$ cat config.mk
export PLATFORM = sky130hd
export DESIGN_NAME = grant_responder
export DESIGN_NICKNAME = d
export VERILOG_FILES = /design/src/rtl/grant_responder.sv
export SDC_FILE = /design/constraint.sdc
export NUM_CORES = 1
export LEC_CHECK = 0
export BUFFER_PORTS_ARGS = -buffer_cell sky130_fd_sc_hd__buf_4
export CORE_ASPECT_RATIO = 0.9
export CORE_MARGIN = 2
export CORE_UTILIZATION = 53
export DETAILED_ROUTE_END_ITERATION = 12
export PLACE_DENSITY_LB_ADDON = 0.12
export SETUP_SLACK_MARGIN = 0.3
export SLEW_MARGIN = 40
export SYNTH_ARGS = -nofsm -noshare
export SYNTH_HDL_FRONTEND = slang
export SYNTH_SLANG_ARGS = --single-unit
$ cat constraint.sdc
create_clock -name clk -period 1.5 [get_ports clk]
set_input_delay 0.3 -clock clk [delete_from_list [all_inputs] [get_ports clk]]
set_output_delay 0.3 -clock clk [all_outputs]
set_load 0.05 [all_outputs]
$ cat src/rtl/grant_responder.sv
// grant_responder: resource-side responder for the round-robin req/grant/ack
// handshake. Accepts a one-hot grant, holds ack for the requester's service
// length, then enforces a guard gap before sampling grant again. Protocol
// violations (multi-hot grant in IDLE, grant change during service) pulse err.
//
// state   | meaning
// --------+-------------------------------------------------------------
// S_IDLE  | waiting for a grant; sampled on every edge
// S_SERVE | ack high, servicing the latched requester
// S_GAP   | ack low, grant ignored until the arbiter has settled
module grant_responder #(
  parameter int N       = 2,
  parameter int LEN_W   = 4,
  parameter int GAP_CYC = 1,
  localparam int IDW    = (N > 1) ? $clog2(N) : 1
) (
  input  logic               clk,
  input  logic               rst_n,
  input  logic [N-1:0]       grant,
  input  logic [N*LEN_W-1:0] len,
  output logic               ack,
  output logic               busy,
  output logic [IDW-1:0]     served_id,
  output logic               done,
  output logic               err
);

  typedef enum logic [1:0] {
    S_IDLE  = 2'd0,
    S_SERVE = 2'd1,
    S_GAP   = 2'd2
  } state_t;

  localparam logic [3:0]       GAP_LD = 4'(GAP_CYC);
  localparam logic [LEN_W-1:0] SVC_ONE = LEN_W'(1);

  state_t           state_q, state_d;
  logic             ack_q, ack_d;
  logic             busy_q, busy_d;
  logic             done_q, done_d;
  logic             err_q, err_d;
  logic [IDW-1:0]   served_id_q, served_id_d;
  logic [N-1:0]     grant_q, grant_d;
  logic [LEN_W-1:0] svc_cnt_q, svc_cnt_d;
  logic [3:0]       gap_cnt_q, gap_cnt_d;

  logic             grant_any;
  logic             grant_onehot;
  logic [IDW-1:0]   grant_idx;
  logic [LEN_W-1:0] grant_len;
  logic [LEN_W-1:0] svc_load;

  // Decode the incoming grant: validity, requester index and its length field.
  always_comb begin
    grant_idx = '0;
    grant_len = '0;
    for (int i = 0; i < N; i++) begin
      if (grant[i]) begin
        grant_idx = IDW'(i);
        grant_len = len[i*LEN_W +: LEN_W];
      end
    end
    grant_any    = |grant;
    grant_onehot = grant_any && ((grant & (grant - N'(1))) == '0);
    // A zero-length request still gets one cycle of service.
    svc_load     = (grant_len == '0) ? SVC_ONE : grant_len;
  end

  // Next-state and registered-output logic for the service FSM.
  always_comb begin
    state_d     = state_q;
    ack_d       = ack_q;
    busy_d      = busy_q;
    done_d      = 1'b0;
    err_d       = 1'b0;
    served_id_d = served_id_q;
    grant_d     = grant_q;
    svc_cnt_d   = svc_cnt_q;
    gap_cnt_d   = gap_cnt_q;

    unique case (state_q)
      S_IDLE: begin
        ack_d  = 1'b0;
        busy_d = 1'b0;
        if (grant_onehot) begin
          served_id_d = grant_idx;
          grant_d     = grant;
          svc_cnt_d   = svc_load;
          ack_d       = 1'b1;
          busy_d      = 1'b1;
          state_d     = S_SERVE;
        end else if (grant_any) begin
          err_d = 1'b1;
        end
      end

      S_SERVE: begin
        svc_cnt_d = svc_cnt_q - SVC_ONE;
        // A withdrawn or moved grant wins over a completion on the same edge.
        if (grant != grant_q) begin
          ack_d     = 1'b0;
          err_d     = 1'b1;
          gap_cnt_d = GAP_LD;
          state_d   = S_GAP;
        end else if (svc_cnt_q == SVC_ONE) begin
          ack_d     = 1'b0;
          done_d    = 1'b1;
          gap_cnt_d = GAP_LD;
          state_d   = S_GAP;
        end
      end

      S_GAP: begin
        ack_d     = 1'b0;
        gap_cnt_d = gap_cnt_q - 4'd1;
        if (gap_cnt_q == 4'd1) begin
          busy_d  = 1'b0;
          state_d = S_IDLE;
        end
      end

      default: begin
        ack_d   = 1'b0;
        busy_d  = 1'b0;
        state_d = S_IDLE;
      end
    endcase
  end

  // State and output registers; reset clears everything asynchronously.
  always_ff @(posedge clk or negedge rst_n) begin
    if (!rst_n) begin
      state_q     <= S_IDLE;
      ack_q       <= 1'b0;
      busy_q      <= 1'b0;
      done_q      <= 1'b0;
      err_q       <= 1'b0;
      served_id_q <= '0;
      grant_q     <= '0;
      svc_cnt_q   <= '0;
      gap_cnt_q   <= '0;
    end else begin
      state_q     <= state_d;
      ack_q       <= ack_d;
      busy_q      <= busy_d;
      done_q      <= done_d;
      err_q       <= err_d;
      served_id_q <= served_id_d;
      grant_q     <= grant_d;
      svc_cnt_q   <= svc_cnt_d;
      gap_cnt_q   <= gap_cnt_d;
    end
  end

  assign ack       = ack_q;
  assign busy      = busy_q;
  assign done      = done_q;
  assign err       = err_q;
  assign served_id = served_id_q;

endmodule

======== Word-level counts from Yosys, hierarchy flattened ========
Cells that the tools add are included.
word-level totals
  output and inout bits ................... 5
  bits of input ports ..................... 12
  logic and storage cells ................. 61
  flip-flop bits (word level) ............. 17
operators by class
  reduce and logical (&&, ||, !) cells .... 12
  mux-type cells .......................... 27
  bitwise gates (word level) .............. 2
  eq/ne operators ......................... 8
  add/subtract/negate cells ............... 3
operators by type and width
  operator             count
  $mux 4               6
  $pmux 4 s2           2
  $mux 1               11
  $eq 4x1->1 const B   2
  $mux 2               4
  $reduce_and 2->1     4
  $sub 4x1->4 const B  2
  $pmux 2 s3           1
  $logic_not 2->1      2
  $logic_not 4->1      1
  $ne 2x2->1 const B   2
  $pmux 1 s2           2
  $reduce_bool 2->1    2
  $ne 3x3->1 const B   1
  $pmux 1 s3           1
  $reduce_and 3->1     1
  $and 2x2->2          1
  $eq 2x1->1 const B   1
  $eq 2x2->1 const B   1
  $ne 2x2->1           1
  $reduce_or 2->1      1
  $sub 2x1->2 const B  1
  $logic_and 1x1->1    1
  $not 1->1            1

======== Longest topological paths before layout ========
  depth after elaboration ................. 6
  mapped depth ............................ 6
  mapped depth without buffers ............ 6

======== Worst setup path after synthesis ========
Ideal clock, no wire load.
  path kind ............................... register to register
  start point ............................. register grant_q[1]
  end point ............................... register gap_cnt_q[0]
  data arrival time ....................... 1304 ps
  slack ................................... 72 ps
  buffers on the path ..................... 0
  setup time .............................. 124 ps
  stages on the path, launching flop included .. 5
  data required time ...................... 1376 ps
  period minus slack after synthesis ...... 1428 ps
  path through ............................ dfrtp_1 -> xor2_2 -> nor2_4 -> a21oi_4 -> a211o_1
between the ends
  word-level cells in the longest chain between the ends .. 3
  elaborated cells between the ends (all ways) .. 5
  those cells by class .................... 2 x eq/ne; 2 x mux; 1 x reduce/logical
ends and longest elaborated chain
  element                                         RTL line  source
  start: declaration                              43        logic [N-1:0] grant_q, grant_d;
  start signal: assignment                        149       grant_q <= grant_d;
  $ne 2x2->1 *                                    100       if (grant != grant_q) begin
  $mux 4 or $ne 3x3->1 (tied branches)            --
  $pmux 4 s2 or $reduce_and 2->1 (tied branches)  --
  end signal: assignment                          151       gap_cnt_q <= gap_cnt_d;
  end: declaration                                45        logic [3:0] gap_cnt_q, gap_cnt_d;
Mark *: on every way between the ends. The rest lies on a longest branch, timed or not.
A chain may end at the register's enable or synchronous reset.

======== Final worst setup path ========
  start point ............................. register state_q[1]
  end point ............................... register svc_cnt_q[3]
between the ends
  word-level cells in the longest chain between the ends .. 3
  elaborated cells between the ends (all ways) .. 6
  those cells by class .................... 2 x eq/ne; 1 x mux; 3 x reduce/logical
ends and longest elaborated chain
  element                                                    RTL line  source
  start: declaration                                         37        state_t state_q, state_d;
  start signal: assignment                                   143       state_q <= state_d;
  $eq 2x1->1 or $logic_not 2->1 (tied branches)              81        unique case (state_q)
  $reduce_bool 2->1 (no line) or $ne 2x2->1 (tied branches)  --
  $reduce_and 2->1 (no line)                                 --
  end signal: assignment                                     150       svc_cnt_q <= svc_cnt_d;
  end: declaration                                           44        logic [LEN_W-1:0] svc_cnt_q, svc_cnt_d;
Parallel ways exist; a longest one is shown, timed or not.

==> impl_results.md <==
* Status: finished clean
* Final WL at 1940 um
* Sequential share of the synthesized area at 44.7%
* Setup TNS at 0 ps
* Yosys Warn Count at 0
* Synthesized area at 896 sq um
* Critical path data arrival time at 1400 ps
* Syn nets at 109
* Fill count at 130
* DP Area at 0.00104 sq mm
* Input/output buffers at 16
* CTS Buf Count at 3
* M2 GR Usage at around 34%
* Placement Rows at 14
* Multi-input gate area at 500 sq um
* Core box area at between 0.0015 and 0.002 sq mm
* DRT iter0 DRCs at 19
* Max cap viols at 0
* Fin area at between 0.001 and 0.0015 sq mm
* Antenna viol nets, final at 0
* Area grow syn2layout at 34.6%
* RSZ-0062 raised after global routing: true
* Final hold violations at 0
* Min-Delay Path Class: primary input to flop
* Synth top area share at 44.7%
* Clk sinks at 16
* Setup CP Type: flop to flop
* Fraction of layout instances using a drive strength above 1 at between 40% and 50%
* Relative slew slack at 81.6%
* Req. time, crit path at 1700 ps
* Global route overflow at 0
* Wire length per cell at 13.5 um
* GRT Total Usage at 22.3%
* Lkg Pwr at 0.554 nW
* Later-pin clock latency in the skew report at 280 ps
* Grt met3 use at 6.81%
* Hold_ws at 293 ps
* CTS tree: done
* Element type at the critical path end: flop
* Critical Path Start Type: flop
* Fmax at between 0.8 and 0.9 GHz
* GR peak layer: met2
* PD cells at 2050 mW/mm^2
* Fin. max-slew vios at 0
* DRC viols at 0
* Vias in the first global route at 707
* Post-DP HPWL at 1300 um
* # IOs at 17
* Max FO, Critical Path at 8
* Layout Nets at 138
* Diode count at 0
* Syn Area/Cell at 9.74 sq um
* Die ar. at 0.00204 sq mm
* Largest net degree at the start of global routing at 17
* Crit path cell chain: or2b_4 -> nor2_1 -> nand2_1 -> o211ai_1
* Drt first pass iters at 4
* CTS H-Tree Depth at 1
* Most area-consuming cells after synthesis: dfrtp_1, ha_1, nor2_1
* Endpoints failing setup at 0
* Starting Density at between 50% and 60%
* FF+latch count, synth at 16
* Via density per instance at 5.08
* GR Util met1 at 29.2%
* Reg area at between 400 and 500 sq um
* Clock Tree Root: clkbuf_4
* Die width at around 47 um
* CP max stage cell: dfrtp_2
* Tmin final at 1200 ps
* Final period util at 80.1%
* Clk buf depth at 2
* Crit path largest cell delay at 480 ps
* Layout Skew at 2.22 ps
* First-pass GRT wire length at 3140 um
* Synth area leader: dfrtp_1
* Post-synthesis instance total at 92
* GPL Wtd Cong at roughly 0.76
* Peak supply drop at 1.04 mV
* Vias at 732
* Worst Tran Pin Value at around 270 ps
* Synth cell types at 33
* CTS clk-pin slew, worst paths at 90 ps
* Die H at 43.0 um
* Initial antenna violation count at 0
==> synth_stat cells <==
| cell | count |
|---|---|
| nor3_1 | 1 |
| or2b_1 | 1 |
| nand2b_1 | 1 |
| o22ai_1 | 1 |
| nor2_1 | 11 |
| a211oi_1 | 2 |
| buf_2 | 2 |
| a31o_2 | 1 |
| nand3_1 | 1 |
| buf_6 | 1 |
| xnor2_1 | 1 |
| a21oi_4 | 1 |
| xor2_1 | 1 |
| dfrtp_1 | 16 |
| nand2_1 | 9 |
| nor2_4 | 1 |
| or2_1 | 1 |
| o221ai_1 | 1 |
| a211o_1 | 1 |
| mux2_2 | 2 |
| a211oi_2 | 1 |
| o21ai_1 | 1 |
| a31oi_1 | 1 |
| inv_1 | 6 |
| nor4_2 | 1 |
| ha_1 | 5 |
| a22oi_1 | 3 |
| a21oi_1 | 6 |
| o21bai_1 | 1 |
| o21ai_0 | 6 |
| xor2_2 | 1 |
| o211ai_1 | 1 |
| nor2b_1 | 3 |
==> final cells by class <==
class	instances	area share, %
Multi-Input combinational cell	68	41.5
Timing Repair Buffer	26	17.6
Tap cell	24	2.49
Inverter	6	1.87
Clock buffer	4	3.01
Sequential cell	16	33.5
==> repair_timing <==
item | 4_1_cts | 5_1_grt
gates cloned | 0 | 1
hold endpoints to repair | 16 | 0
pin swaps | 3 | 4
gates resized for setup | 6 | 15
buffers inserted | 3 | 5
endpoints found under the setup margin | 11 | 14
hold buffers | 1 | 0
==> final timing paths <==
path	start	endpoint	slack, ps	cells past startpoint
hold reg to reg	ack$_DFFE_PN0P_	ack$_DFFE_PN0P_	540	2
setup reg to reg	state_q[1]$_DFFE_PN0P_	svc_cnt_q[3]$_DFFE_PN0P_	300	4
hold / removal	grant[0]	grant_q[0]$_DFFE_PN0P_	290	2
min in group asynchronous	rst_n	grant_q[0]$_DFFE_PN0P_	400	2
setup / recovery	state_q[1]$_DFFE_PN0P_	svc_cnt_q[3]$_DFFE_PN0P_	300	4
max in group asynchronous	rst_n	state_q[1]$_DFFE_PN0P_	900	2
==> kinds of logic after synthesis <==
group	after synthesis	share of synthesized area, %
AOI/OAI and AO/OA	27	20.7
muxes	2	2.51
buffers and inverters	9	4.89
DFF	16	44.7
and+or+nand+nor	30	16.5
adders and majority gates	5	6.98
xor gates and xnor gates	3	3.77
==> worst max-delay path: cells and delay by family, from the launching register on <==
kind / cells / cell delay, ps
and+or+nand+nor: 3 / 520
DFF: 1 / 480
AOI/OAI and AO/OA: 1 / 110
==> flip-flops by register name, indices dropped and copies added, names as in the netlist <==
name and cells:
state_q 2, done 1, svc_cnt_q 4, busy 1
ack 1, err 1, gap_cnt_q 4, grant_q 2
==> stage by stage <==
stage	instances	total power [W]	setup slack, ps	util [%]
CTS	138	0.00227	291	68.9
global route	144	0.00268	250	74.0
global placement	130	0.00183	111	63.6
floorplan	92	0.00161	222	-
finish	144	0.00247	298	74.0
detailed placement	130	0.00187	86.3	63.6
==> report_power, final <==
part | switching (W) | total [W] | internal (W) | leakage [nW]
clock network | 0.000136 | 0.000284 | 0.000148 | 0.0210
registers | 0.000202 | 0.000824 | 0.000622 | 0.197
logic | 0.000733 | 0.00136 | 0.000630 | 0.336
total | 0.00107 | 0.00247 | 0.00140 | 0.554
==> cells in the final DEF, fill, tap and decap left out, types with 2 or more instances in the layout <==
cell type | Yosys | routed
a211oi_2 | 1 | 2
a21oi_1 | 6 | 6
a22oi_1 | 3 | 3
buf_4 | 0 | 21
buf_6 | 1 | 4
clkbuf_4 | 0 | 3
dfrtp_1 | 16 | 13
dfrtp_2 | 0 | 3
ha_1 | 5 | 2
ha_2 | 0 | 3
inv_1 | 6 | 4
inv_2 | 0 | 2
mux2_2 | 2 | 2
nand2_1 | 9 | 7
nand2_2 | 0 | 3
nor2_1 | 11 | 10
nor2b_1 | 3 | 2
o21ai_0 | 6 | 5
o21ai_1 | 1 | 2
==> layer usage <==
metal	share of wire, %	wire (um)
met1	46	893
met2	50	974
met3	2.7	52
met4	0.98	19
met5	0	0
Power figures use the tool's default switching activity.
